--- config.mk ---
export PLATFORM = sky130hd
export DESIGN_NAME = twos_subtract_serial
export DESIGN_NICKNAME = d
export VERILOG_FILES = /design/src/rtl/twos_subtract_serial_pkg.sv /design/src/rtl/twos_subtract_serial_fulladder.sv /design/src/rtl/twos_subtract_serial.sv
export SDC_FILE = /design/constraint.sdc
export NUM_CORES = 1
export LEC_CHECK = 0
export CORE_UTILIZATION = 45
export CTS_CLUSTER_DIAMETER = 80
export CTS_CLUSTER_SIZE = 16
export DETAILED_ROUTE_END_ITERATION = 8
export PLACE_DENSITY = 0.68
export RECOVER_POWER = 100
export SLEW_MARGIN = 40
export SYNTH_ARGS = -nofsm -noshare
export SYNTH_HDL_FRONTEND = slang
export SYNTH_SLANG_ARGS = --single-unit
--- constraint.sdc ---
create_clock -name clk -period 1.65 [get_ports clk]
set_clock_uncertainty 0.05 [all_clocks]
set_input_delay 0.33 -clock clk [delete_from_list [all_inputs] [get_ports clk]]
set_output_delay 0.33 -clock clk [all_outputs]
set_load 0.03 [all_outputs]
--- src/rtl/twos_subtract_serial_pkg.sv ---
// Shared ALU constants: default operand width and serial-subtractor state encodings.
package twos_subtract_serial_pkg;

  localparam int DEFAULT_WIDTH = 8;

  // Encoding 2'd3 is unused and falls back to IDLE.
  typedef enum logic [1:0] {
    ST_IDLE = 2'd0,
    ST_RUN  = 2'd1,
    ST_DONE = 2'd2
  } state_t;

endpackage

--- src/rtl/twos_subtract_serial_fulladder.sv ---
// One-bit full adder cell, purely combinational (zero latency).
// No flow control; it is reused once per clock by the serial datapath.
module twos_subtract_serial_fulladder (
  output logic sum,
  output logic cout,
  input  logic a,
  input  logic b,
  input  logic cin
);

  assign sum  = a ^ b ^ cin;
  assign cout = (a & b) | (cin & (a ^ b));

endmodule

--- src/rtl/twos_subtract_serial.sv ---
// Bit-serial Z = X - Y (X + ~Y + 1), LSB first; done pulses WIDTH+1 cycles after start.
// start is only honoured in IDLE; requests during RUN/DONE are dropped, not queued.
module twos_subtract_serial
  import twos_subtract_serial_pkg::*;
#(
  parameter int WIDTH = DEFAULT_WIDTH
) (
  input  logic             clk,
  input  logic             rst,
  input  logic             start,
  input  logic [WIDTH-1:0] X,
  input  logic [WIDTH-1:0] Y,
  output logic             busy,
  output logic             done,
  output logic [WIDTH-1:0] Z,
  output logic             cout,
  output logic             ovf
);

  localparam int CW = $clog2(WIDTH);
  localparam logic [CW-1:0] CNT_PRE  = CW'(WIDTH - 2);
  localparam logic [CW-1:0] CNT_LAST = CW'(WIDTH - 1);

  state_t           state;
  state_t           state_nxt;
  logic [WIDTH-1:0] xs;
  logic [WIDTH-1:0] ys;
  logic [WIDTH-1:0] zs;
  logic [CW-1:0]    cnt;
  logic             carry;
  logic             cin_msb;
  logic             accept;
  logic             last;
  logic             y_inv;
  logic             fa_sum;
  logic             fa_cout;

  assign y_inv = ~ys[0];

  twos_subtract_serial_fulladder u_fa (
    .sum  (fa_sum),
    .cout (fa_cout),
    .a    (xs[0]),
    .b    (y_inv),
    .cin  (carry)
  );

  always_ff @(posedge clk or posedge rst) begin
    if (rst) state <= ST_IDLE;
    else     state <= state_nxt;
  end

  always_comb begin
    state_nxt = ST_IDLE;
    busy      = 1'b0;
    done      = 1'b0;
    accept    = 1'b0;
    last      = 1'b0;
    case (state)
      ST_IDLE: begin
        if (start) begin
          accept    = 1'b1;
          state_nxt = ST_RUN;
        end
      end
      ST_RUN: begin
        busy      = 1'b1;
        last      = (cnt == CNT_LAST);
        state_nxt = last ? ST_DONE : ST_RUN;
      end
      ST_DONE: begin
        done = 1'b1;
      end
      default: state_nxt = ST_IDLE;
    endcase
  end

  // Result registers only move on the final RUN edge, so the previous
  // answer stays visible throughout the next operation.
  always_ff @(posedge clk or posedge rst) begin
    if (rst) begin
      xs      <= '0;
      ys      <= '0;
      zs      <= '0;
      cnt     <= '0;
      carry   <= 1'b0;
      cin_msb <= 1'b0;
      Z       <= '0;
      cout    <= 1'b0;
      ovf     <= 1'b0;
    end else if (accept) begin
      xs    <= X;
      ys    <= Y;
      zs    <= '0;
      cnt   <= '0;
      carry <= 1'b1;
    end else if (state == ST_RUN) begin
      xs    <= xs >> 1;
      ys    <= ys >> 1;
      zs    <= {fa_sum, zs[WIDTH-1:1]};
      carry <= fa_cout;
      cnt   <= cnt + 1'b1;
      if (cnt == CNT_PRE) cin_msb <= fa_cout;
      if (last) begin
        Z    <= {fa_sum, zs[WIDTH-1:1]};
        cout <= fa_cout;
        ovf  <= cin_msb ^ fa_cout;
      end
    end
  end

endmodule
==> parameters.txt <==
Parameter                              Value

CTS
  CTS tree ... yes
  Clock H-tree levels ... 2
  Clock buffers created by TritonCTS ... 5
  Quantity of hold-fixing buffers added after cts ... 0
  Sink Count ... 40
  Bufs on Longest Clock Path ... 2
  Clk Tree Root Cell ... clkbuf_8
  Insertion delay of the later-clocked pin in the worst-skew pair ... 300 ps
  Clock slew at reported path FFs ... 80 ps

Cells and area
  Most frequent cells in the layout ... dfrtp_1 (39), clkdlybuf4s50_1 (17)
  Commonest non-fill, non-tap cell in the layout ... dfrtp_1
  Antenna cells ... 0
  Number of nets in the layout ... 215
  Share of final-layout standard cells stronger than drive strength 1 ... 0.176
  Cell area after layout ... 2310 um^2
  Synthesis-to-layout area growth ... 26.8%

Global route
  Overflow after GRT ... 0
  Largest net degree at the start of global routing ... 41
  Wire length of the first global-routing pass ... 6040 um
  Number of antenna violations at the first check in global routing ... 0
  Aggregate global-route resource usage ... 0.191
  Vias in the first global route ... 1,331

Logic synthesis
  Number of enable flip-flop cells after synthesis ... 0
  Synthesized netlist cell count ... 151
  Proportion of register bits with asynchronous set or reset after synthesis ... 1.00
  Total nets after synthesis ... 174
  Part of the Yosys area used for sequential elements ... 0.550
  Syn Area/Cell ... 12.0 um^2
  Predominant post-synthesis flop cell ... dfrtp_1
  Count of cell types in the netlist ... 31
  Seq cells post-synth ... 40
  Synthesized area ... 1820 um^2
  Count of warnings emitted by yosys ... 0

Timing
  Count of endpoints failing setup in the final report ... 0
  RSZ-0062 raised after global routing ... false
  Final-layout setup total negative slack ... 0 ps
  Fin Hold WS ... 434 ps
  Least-Margin Pin Slew ... 980 ps
  Final worst slack ... 63.4 ps
  Number of hold violations in the final report ... 0
  Max Clk Rate ... 630 MHz
  Final Critical Period ... 1590 ps
  Fraction of the cycle the final worst path needs ... 0.962
  Rel. slew slack ... 0.347
  Final number of max-transition violations ... 0

Floorplanning
  Total Die Area ... 4300 um^2
  Width of the die ... 65.6 um
  Number of top-level pins ... 31
  Number of cell rows ... 22
  Core area ... 3770 um^2
  Effective utilization at floorplan ... 0.482
  DIE HEIGHT ... 65.6 um

Worst setup path
  Capturing element type of the critical path ... primary output
  Required time reported for the critical path endpoint ... 1270 ps
  WS Path Type ... reg -> out
  Largest stage delay on the critical path ... 410 ps
  Cell with the biggest individual delay on the critical path ... dfrtp_1
  CP Data Arrival Time ... 1210 ps
  Crit path launch ... state[1]$_DFF_PP0_
  Element type at the critical path start ... register
  Maximum fanout encountered on the critical timing path ... 5
  Kind of cell adding the most delay to the critical path ... flip-flops
  RR Startpoint ... cnt[0]$_DFFE_PP0P_
  CP Cell Sequence ... nand2b_2 -> inv_4 -> buf_4
  CP Buf/Inv Count ... 2

Detailed routing
  Remaining design rule violation count ... 0
  Average wire length per cell after detail routing ... 14.4 um
  Total wire length ... 3460 um
  Vias ... 1,299
  Pre-antenna DRT Iters ... 4
  Number of nets with antenna violations after detailed routing ... 0
  Via-to-Cell Ratio ... 5.39
  Drt first-iter violations ... 64

Power
  Total chip power ... 4.23 mW
  Pwr dens ... 1840 nW/um^2
  Peak supply drop ... 0.726 mV
  Static Leak ... 1.06 nW

Flow run
  MaxCap Viol Count ... 0

Place
  Placement Setup Slack ... -19.8 ps
  Count of input and output buffers ... 30
  Standard cell area after detailed placement ... 2230 um^2
  DPL Wire Length ... 2470 um
  Routability Congestion ... 0.726

Status
  Run status ... completed

Hold path
  HP Class ... reg -> reg
  Startpoint of the lowest-slack hold path ... ovf$_DFFE_PP0P_
final cells by class:
type                       count  area (um^2)
tap                           48         60.1
multi-input combinational     91          711
clock inverter                 3         42.5
fill                         303         1460
clock buffer                   5         68.8
sequential                    40         1000
timing repair buffer          44          383
inverter                      10         40.0
metrics by stage:
stage,utilization,cells
after CTS,0.618,239
after detailed placement,0.592,231
final,0.612,241
after global routing,0.612,241
after global placement,0.592,231
after floorplan,-,151
per-layer routing:
metal,vias to the layer above,global-route usage,share of wire
met4,0,0.0815,0.018
met5,-,0,0
met1,634,0.241,0.46
met2,26,0.313,0.48
li1,632,-,-
met3,7,0.0417,0.036
state kept, by name, indices dropped and copies added (netlist names):
| signal | cells |
|---|---|
| Z | 8 |
| xs | 8 |
| ys | 8 |
| zs | 7 |
| cnt | 3 |
| state | 2 |
| carry | 1 |
| cin_msb | 1 |
| cout | 1 |
| ovf | 1 |
cells by family after synthesis:
kind of cell,count (synthesis),synth area share
multiplexers,7,0.0433
XOR/XNOR,1,0.00482
AO/OA/AOI/OAI,42,0.175
AND/OR/NAND/NOR,37,0.135
buffers and inverters,20,0.0591
flip-flops,40,0.550
adder cells (fa/ha/maj),4,0.0316
path summary, 6_finish.rpt:
check | to | slack, ps | depth (start not counted)
max in group asynchronous | state[0]$_DFF_PP0_ | 300 | 3
hold reg to reg | ovf$_DFFE_PP0P_ | 430 | 2
hold / removal | ovf$_DFFE_PP0P_ | 430 | 2
setup / recovery | busy | 60 | 3
min in group asynchronous | ys[6]$_DFFE_PP0P_ | 590 | 3
setup reg to reg | Z[3]$_DFFE_PP0P_ | 110 | 4
report_power, final:
| part | internal, mW | switching [mW] |
|---|---|---|
| combinational | 0.812 | 0.930 |
| sequential | 1.43 | 0.273 |
| clock | 0.447 | 0.346 |
| total | 2.69 | 1.55 |
cells in the mapped netlist (2+ instances only):
cell      count  area (um^2)
dfrtp_1      40         1000
inv_1        10         37.5
nand2_1      10         37.5
nor3b_1      10         75.1
o21ai_0      10         50.1
a22o_1        9         78.8
mux2_2        7         78.8
nand2b_1      6         37.5
a211oi_1      5         37.5
a21oi_1       5         25.0
nor4b_1       5         43.8
a221o_1       4         40.0
buf_2         4         20.0
o22a_1        4         35.0
buf_6         3         33.8
ha_1          3         37.5
nor2_1        2         7.51
worst reg2reg max path, stage by stage, from the launching register on:
cell      delay (ps)
dfrtp_1          420
ha_1             210
ha_1             220
nand3b_4         160
mux2_2           350
repair_timing:
item	CTS	global route
endpoints found under the setup margin	12	2
cloned	0	0
gates resized for setup	12	2
setup buffers	0	2
hold endpoints to repair	0	0
Power figures use the tool's default switching activity.
